## src/rtl/fdtd_sweep_ctrl.sv

```systemverilog
// Sequencer for a 1-D FDTD update: per timestep it sweeps the Hy and Ez updates and
// the source injection, and issues write-backs aligned with the datapath latency.
module fdtd_sweep_ctrl #(
  parameter int N_CELLS  = 64,
  parameter int ADDR_W   = 6,
  parameter int STEP_W   = 16,
  parameter int RD_LAT   = 1,
  parameter int CALC_LAT = 2
) (
  input  logic              CLK,
  input  logic              RST_N,
  input  logic              start_i,
  input  logic              stop_i,
  input  logic [STEP_W-1:0] num_steps_i,
  input  logic [ADDR_W-1:0] src_idx_i,
  output logic              busy_o,
  output logic              done_o,
  output logic [STEP_W-1:0] step_o,
  output logic [ADDR_W-1:0] hy_rd_addr_o,
  output logic [ADDR_W-1:0] ez_rd_addr_o,
  output logic              calc_Hy_en_o,
  output logic              calc_Ez_en_o,
  output logic              calc_src_en_o,
  output logic              hy_we_o,
  output logic [ADDR_W-1:0] hy_wr_addr_o,
  output logic              ez_we_o,
  output logic [ADDR_W-1:0] ez_wr_addr_o
);

  localparam int L     = RD_LAT + CALC_LAT;
  localparam int CNT_W = $clog2(N_CELLS + L);
  localparam logic [CNT_W-1:0] K_LAST = CNT_W'(N_CELLS - 1);
  localparam logic [CNT_W-1:0] D_LAST = CNT_W'(L - 1);

  typedef enum logic [2:0] {
    IDLE, HY_RUN, HY_DRAIN, EZ_RUN, EZ_DRAIN, SRC_RUN, SRC_DRAIN, STEP_END
  } state_t;

  typedef struct packed {
    logic              hy;
    logic              ez;
    logic              src;
    logic [ADDR_W-1:0] addr;
  } wb_t;

  state_t            r_state;
  logic [CNT_W-1:0]  r_k;
  logic [STEP_W-1:0] r_num;
  logic [ADDR_W-1:0] r_src;
  logic [STEP_W-1:0] w_step_nx;
  wb_t               w_iss;
  wb_t               r_pipe [1:L];

  assign w_step_nx = step_o + STEP_W'(1);

  // Issue-stage tag: what the datapath will produce for this cycle's reads.
  always_comb begin
    w_iss = '0;
    case (r_state)
      HY_RUN: if (r_k != '0) begin
        w_iss.hy   = 1'b1;
        w_iss.addr = ADDR_W'(r_k - CNT_W'(1));
      end
      EZ_RUN: if (r_k != '0) begin
        w_iss.ez   = 1'b1;
        w_iss.addr = ADDR_W'(r_k);
      end
      SRC_RUN: begin
        w_iss.src  = 1'b1;
        w_iss.addr = r_src;
      end
      default: ;
    endcase
  end

  // Write-back tags travel unchanged; enables tap at RD_LAT, writes at L.
  always_ff @(posedge CLK or negedge RST_N) begin
    if (!RST_N) begin
      for (int i = 1; i <= L; i++) r_pipe[i] <= '0;
    end else begin
      r_pipe[1] <= w_iss;
      for (int i = 2; i <= L; i++) r_pipe[i] <= r_pipe[i-1];
    end
  end

  assign calc_Hy_en_o  = r_pipe[RD_LAT].hy;
  assign calc_Ez_en_o  = r_pipe[RD_LAT].ez;
  assign calc_src_en_o = r_pipe[RD_LAT].src;
  assign hy_we_o       = r_pipe[L].hy;
  assign ez_we_o       = r_pipe[L].ez | r_pipe[L].src;
  assign hy_wr_addr_o  = hy_we_o ? r_pipe[L].addr : '0;
  assign ez_wr_addr_o  = ez_we_o ? r_pipe[L].addr : '0;

  // Read addresses are registered one step ahead so they line up with r_state/r_k.
  always_ff @(posedge CLK or negedge RST_N) begin
    if (!RST_N) begin
      r_state      <= IDLE;
      r_k          <= '0;
      r_num        <= '0;
      r_src        <= '0;
      busy_o       <= 1'b0;
      done_o       <= 1'b0;
      step_o       <= '0;
      hy_rd_addr_o <= '0;
      ez_rd_addr_o <= '0;
    end else begin
      done_o <= 1'b0;
      case (r_state)
        IDLE: if (start_i) begin
          if (num_steps_i != '0) begin
            r_num        <= num_steps_i;
            r_src        <= src_idx_i;
            busy_o       <= 1'b1;
            step_o       <= '0;
            r_k          <= '0;
            hy_rd_addr_o <= '0;
            ez_rd_addr_o <= '0;
            r_state      <= HY_RUN;
          end else begin
            done_o <= 1'b1;
          end
        end
        HY_RUN: begin
          if (r_k == K_LAST) begin
            r_k          <= '0;
            hy_rd_addr_o <= '0;
            ez_rd_addr_o <= '0;
            r_state      <= HY_DRAIN;
          end else begin
            r_k          <= r_k + CNT_W'(1);
            hy_rd_addr_o <= ADDR_W'(r_k);
            ez_rd_addr_o <= ADDR_W'(r_k + CNT_W'(1));
          end
        end
        HY_DRAIN: begin
          r_k <= r_k + CNT_W'(1);
          if (r_k == D_LAST) begin
            r_k     <= '0;
            r_state <= EZ_RUN;
          end
        end
        EZ_RUN: begin
          if (r_k == K_LAST) begin
            r_k          <= '0;
            hy_rd_addr_o <= '0;
            ez_rd_addr_o <= '0;
            r_state      <= EZ_DRAIN;
          end else begin
            r_k          <= r_k + CNT_W'(1);
            hy_rd_addr_o <= ADDR_W'(r_k + CNT_W'(1));
            ez_rd_addr_o <= ADDR_W'(r_k + CNT_W'(1));
          end
        end
        EZ_DRAIN: begin
          r_k <= r_k + CNT_W'(1);
          if (r_k == D_LAST) begin
            r_k          <= '0;
            ez_rd_addr_o <= r_src;
            r_state      <= SRC_RUN;
          end
        end
        SRC_RUN: begin
          r_k          <= '0;
          ez_rd_addr_o <= '0;
          r_state      <= SRC_DRAIN;
        end
        SRC_DRAIN: begin
          r_k <= r_k + CNT_W'(1);
          if (r_k == D_LAST) begin
            r_k     <= '0;
            r_state <= STEP_END;
          end
        end
        STEP_END: begin
          step_o <= w_step_nx;
          if (w_step_nx == r_num || stop_i) begin
            done_o  <= 1'b1;
            busy_o  <= 1'b0;
            r_state <= IDLE;
          end else begin
            r_state <= HY_RUN;
          end
        end
        default: r_state <= IDLE;
      endcase
    end
  end

endmodule
```

## config.mk

```make
export PLATFORM = sky130hd
export DESIGN_NAME = fdtd_sweep_ctrl
export DESIGN_NICKNAME = d
export VERILOG_FILES = /design/src/rtl/fdtd_sweep_ctrl.sv
export SDC_FILE = /design/constraint.sdc
export NUM_CORES = 1
export LEC_CHECK = 0
export ABC_CLOCK_PERIOD_IN_PS = 4490
export BUFFER_PORTS_ARGS = -buffer_cell sky130_fd_sc_hd__buf_2
export CORE_MARGIN = 5
export CORE_UTILIZATION = 60
export CTS_CLUSTER_SIZE = 12
export DETAILED_ROUTE_END_ITERATION = 7
export PLACE_DENSITY = 0.82
export SETUP_SLACK_MARGIN = 0.15
export SLEW_MARGIN = 40
export SYNTH_ARGS = -nofsm -noshare
export SYNTH_HDL_FRONTEND = slang
export SYNTH_SLANG_ARGS = --single-unit
```

## constraint.sdc

```tcl
create_clock -name CLK -period 4.49 [get_ports CLK]
set_input_delay 0.6735 -clock CLK [delete_from_list [all_inputs] [get_ports CLK]]
set_output_delay 0.6735 -clock CLK [all_outputs]
set_load 0.03 [all_outputs]
```

[Yosys cells after proc, flatten, opt, wreduce, memory -nomap -nowiden]
Cells that the tools add are included.
Storage, ports and cells
  bits in registers: 89
  bits in writable memories: 0
  memories kept: 0
  latch bits: 0
  input bits: 26
  output and inout bits: 47
  bits in read-only memories: 0
Operators by class
  shift operators: 0
  multiplexer cells: 41
  bitwise logic cells: 1
  divide/modulo/power cells: 0
  order comparisons: 0
  multipliers: 0
  add/subtract/negate cells: 3
  equal/unequal tests: 18
  reductions and logical operators: 17
Operator list (count)
  $mux W6: 9
  $pmux W6 S3: 2
  $mux W16: 2
  $pmux W16 S2: 1
  $mux W7: 4
  $pmux W7 S4: 1
  $pmux W3 S8: 1
  $pmux W6 S4: 1
  $mux W3: 7
  $add A16 B1 Y16 const B: 1
  $eq A16 B16 Y1: 1
  $ne A2 B2 Y1 const B: 8
  $reduce_bool A16 Y1: 1
  $eq A3 B3 Y1 const B: 4
  $reduce_and A3 Y1: 4
  $mux W1: 11
  $reduce_and A4 Y1: 2
  $reduce_bool A4 Y1: 2
  $add A7 B1 Y7 const B: 1
  $eq A7 B2 Y1 const B: 1
  $eq A7 B6 Y1 const B: 1
  $reduce_and A7 Y1: 1
  $reduce_bool A7 Y1: 1
  $eq A3 B2 Y1 const B: 2
  10 further kinds: 11

[Depth between registers and ports, before layout]
  depth in word-level cells: 5
  mapped depth: 10
  mapped depth without buffers: 9

[Least setup slack after synthesis]
Ideal clock, no wire load.
  kind: input -> register
  start: input num_steps_i[1]
  end: register r_num[0]
  data required time: 4.365 ns
  setup time: 0.125 ns
  setup slack: 1.997 ns
  cell stages on the path: 5
  buffers on the path: 1
  data arrival time: 2.368 ns
  cell sequence: or4_1 -> nor4_1 -> nand3b_2 -> buf_2 -> mux2_2
Between the ends
  word-level cells in the longest chain between the ends: 2
Ends and longest elaborated chain
  start: declaration: RTL line 14  | input logic [STEP_W-1:0] num_steps_i,
  $reduce_bool A16 Y1: RTL line 110  | if (num_steps_i != '0) begin
  $reduce_and A3 Y1 (no source line)
  end signal: assignment: RTL line 111  | r_num <= num_steps_i;
  end: declaration: RTL line 48  | logic [STEP_W-1:0] r_num;
Every way passes these cells.
A chain may end at the register's enable or synchronous reset.

[Final worst setup path]
  start: input num_steps_i[1]
  end: register step_o[15]
Between the ends
  word-level cells in the longest chain between the ends: 3
Ends and longest elaborated chain
  $reduce_bool A16 Y1: RTL line 110
  $ne A2 B2 Y1 (no source line)
  $reduce_and A3 Y1 (no source line)
  end signal: assignment: RTL line 175  | step_o <= w_step_nx;
  end: declaration: RTL line 18  | output logic [STEP_W-1:0] step_o,
Every way passes these cells.

==> flow_metrics.py <==
metrics = {
    "worst_setup_path": {
        "critPathKind": "input port to flop",
        "end_kind": "flop",
        "r2r_end": "step_o[15]$_DFFE_PN0P_",
        "critPathMostFrequentCell": "o21ai_0",
        "cp_max_fo": 27,
        "reg2reg_depth": 5,
        "reg2reg_from": "r_state[1]$_DFFE_PN0P_",
        "rrSetupSlack_ns": 1.68,
        "cp_data_arrival_time_ns": 3.21,
        "required_ns": 4.77,
        "slowest_stage": "or4_1",
        "max_stage_delay_ns": 0.63,
        "crit_chain": "buf_2 > or4_1 > nor4_1 > nand3b_2 > and2_1 > o21ai_0 > o21ai_0",
        "cp-start-kind": "input port",
    },
    "floorplan": {
        "fp.dieW_um": 95.6,
        "fp-row-count": 31,
        "die_y_um": 95.6,
        "ios": 73,
        "die_area_um2": 9140,
        "core_area_um2": 7180,
        "start_util": 0.613,
    },
    "global_route": {
        "grtUsageTotal": 0.229,
        "grt_max_degree": 52,
        "busiest_layer": "met2",
        "gr-usage-met3": 0.0418,
        "antenna_found_initial": 0,
        "grt_overflow": 0,
        "grt_pass1_wl_um": 15900,
        "use_met1": 0.339,
        "gr-usage-met2": 0.339,
        "grt_pass1_vias": 3242,
    },
    "timing": {
        "worst_pin_slew_ns": 0.729,
        "max_freq_mhz": 341,
        "relSlewSlack": 0.512,
        "final-hold-violation-count": 0,
        "fin_tns_setup_ns": 0,
        "slew_violations": 0,
        "rsz0062_at_grt": "no",
        "setup_viol": 0,
        "fin_crit_sh": 0.653,
        "min_period_ns": 2.93,
        "fin_worst_skew_ns": 0.0144,
    },
    "synthesis": {
        "synth_edf_count": 0,
        "synth_top_area_frac": 0.507,
        "avgSynthCellArea_um2": 10.0,
        "seq_area_frac_synth": 0.507,
        "synth_nets": 469,
        "yosysMostFrequentCell": "dfrtp_1",
        "synth_xor_xnor_area_share": 0.0578,
        "synth-seq-cells": 89,
        "muxShareOfSynthArea": 0.0609,
        "ys.warnings.count": 0,
        "synth-simple-area-share": 0.176,
        "synth_top_family_by_area": "simple AND/OR/NAND/NOR gates",
        "yosys-top-cells-area": "dfrtp_1 51%, mux2_2 5.6%, o21ai_0 5.0%",
        "synthAdderAreaFrac": 0.0114,
        "ys_types": 51,
        "synthArstFlopShare": 1.00,
        "synth-compound-area-share": 0.154,
        "synthTopCellsByCount": "89 x dfrtp_1, 44 x nand2_1, 44 x o21ai_0",
        "syn_area_um2": 4400,
        "synthFlopType": "dfrtp_1",
        "netlist_instances": 439,
        "yosysTopAreaCell": "dfrtp_1",
    },
    "routing": {
        "vias": 3580,
        "antenna_left": 0,
        "vias_per_cell": 5.95,
        "wl_um": 9970,
        "avgRoutedWirePerCell_um": 16.6,
        "drtPass1Iterations": 5,
        "drtIter0Drc": 347,
        "drc": 0,
    },
    "clocking": {
        "ctsHoldBuffers": 0,
        "postCtsSetupBuffers": 0,
        "cts_resized": 0,
        "clock_path_buffers": 2,
        "clock_sinks": 89,
        "clk-insertion-delay-late_ns": 0.37,
        "cts_htree_levels": 3,
        "cts_buffers": 9,
        "cts-root-buf": "clkbuf_8",
        "cts_tree": "built",
        "path_clk_slew_ns": 0.10,
    },
    "finish": {
        "n_antenna_cell": 0,
        "multi_input_comb_area_um2": 2030,
        "area_growth_syn_to_layout_pct": 12.8,
        "final_area_um2": 4960,
        "seqCellArea_um2": 2230,
        "layout-drive-gt1-share": 0.231,
        "nets": 528,
        "fillCellCount": 557,
    },
    "place": {
        "routabilityCongestion": 0.885,
        "dp_hpwl_um": 7060,
        "place_area_um2": 4770,
        "numPortBuffers": 72,
    },
    "pwr": {
        "leakage_uw": 0.00226,
        "vdd_drop_max_v": 0.000168,
        "power_density_nw_per_um2": 275,
    },
    "outcome": {
        "status": "complete, no violations",
    },
    "min_path": {
        "min_path_type": "input port to async pin",
    },
    "flow_run": {
        "drv_cap": 0,
    },
}
==> metrics by stage <==
step	cells	hold slack (ns)	utilization	worst slack (ns)	power, uW
2_1_floorplan	439	0.331	-	2.00	819
3_3_place_gp	586	0.331	0.664	1.29	849
3_5_place_dp	586	0.335	0.665	1.20	850
4_1_cts	602	0.328	0.691	1.58	1380
5_1_grt	602	0.365	0.691	1.43	1420
6_report	602	0.329	0.691	1.56	1360
==> worst max path at each step <==
stage / startpoint / endpoint / slack [ns] / cells past startpoint
floorplan: num_steps_i[1] / r_num[0]$_DFFE_PN0P_ / 2.00 / 5
global placement: num_steps_i[1] / step_o[5]$_DFFE_PN0P_ / 1.29 / 7
CTS: num_steps_i[1] / step_o[15]$_DFFE_PN0P_ / 1.58 / 7
detailed placement: num_steps_i[1] / step_o[15]$_DFFE_PN0P_ / 1.20 / 7
finish: num_steps_i[1] / step_o[15]$_DFFE_PN0P_ / 1.56 / 7
global route: num_steps_i[1] / step_o[5]$_DFFE_PN0P_ / 1.43 / 7
==> flip-flops by register name, indices dropped and copies added (netlist names) <==
name,cells
r_pipe,23
hy_rd_addr_o,6
hy_we_o,1
calc_src_en_o,1
step_o,16
calc_Hy_en_o,1
calc_Ez_en_o,1
busy_o,1
ez_rd_addr_o,6
r_state,3
r_src,6
r_num,16
done_o,1
r_k,7
==> worst max-delay path, delay by kind of cell <==
kind / cells / cell delay (ns)
AND/OR/NAND/NOR: 4 / 2.15
AO/OA/AOI/OAI: 2 / 0.28
buffers and inverters: 1 / 0.10
==> layer usage <==
metal | up-vias | share of wire
li1 | 1680 | -
met1 | 1711 | 0.45
met2 | 174 | 0.46
met3 | 15 | 0.077
met4 | 0 | 0.016
met5 | - | 0
==> final cells by class <==
class,instances,area share
Clock buffer,9,0.0250
Clock inverter,7,0.0134
Inverter,5,0.00378
Multi-Input combinational cell,320,0.409
Sequential cell,89,0.449
Tap cell,99,0.0250
Timing Repair Buffer,73,0.0747
==> report_power, final <==
group | internal (uW) | total (uW) | leakage (uW) | switching, uW
sequential | 801 | 801 | 0.00103 | 0
clock | 216 | 532 | 0.0000922 | 316
combinational | 9.67 | 31.7 | 0.00113 | 22.1
total | 1030 | 1360 | 0.00226 | 338
==> logic make-up after synthesis <==
kind of cell,count (synthesis)
compound gates,110
xor+xnor,29
fa+ha+maj,4
buf+inv,30
flops,89
mux,24
simple gates,153
==> layout by cell type (no fill, tap or decap), types with 4 or more instances in the layout <==
cell / instances
dfrtp_1: 89
buf_2: 71
nand2_1: 44
o21ai_0: 44
nor2_1: 30
mux2_2: 22
xnor2_1: 20
a21oi_1: 19
nand3_1: 17
nor2b_1: 10
xor2_1: 9
and2_1: 9
clkbuf_8: 9
o21ai_1: 7
o31ai_1: 7
a31oi_1: 6
or4_1: 6
nand4_1: 6
inv_1: 5
nor3_1: 5
and3_1: 5
and4_1: 5
a22oi_1: 5
nand2b_1: 4
ha_1: 4
Power figures use the tool's default switching activity.
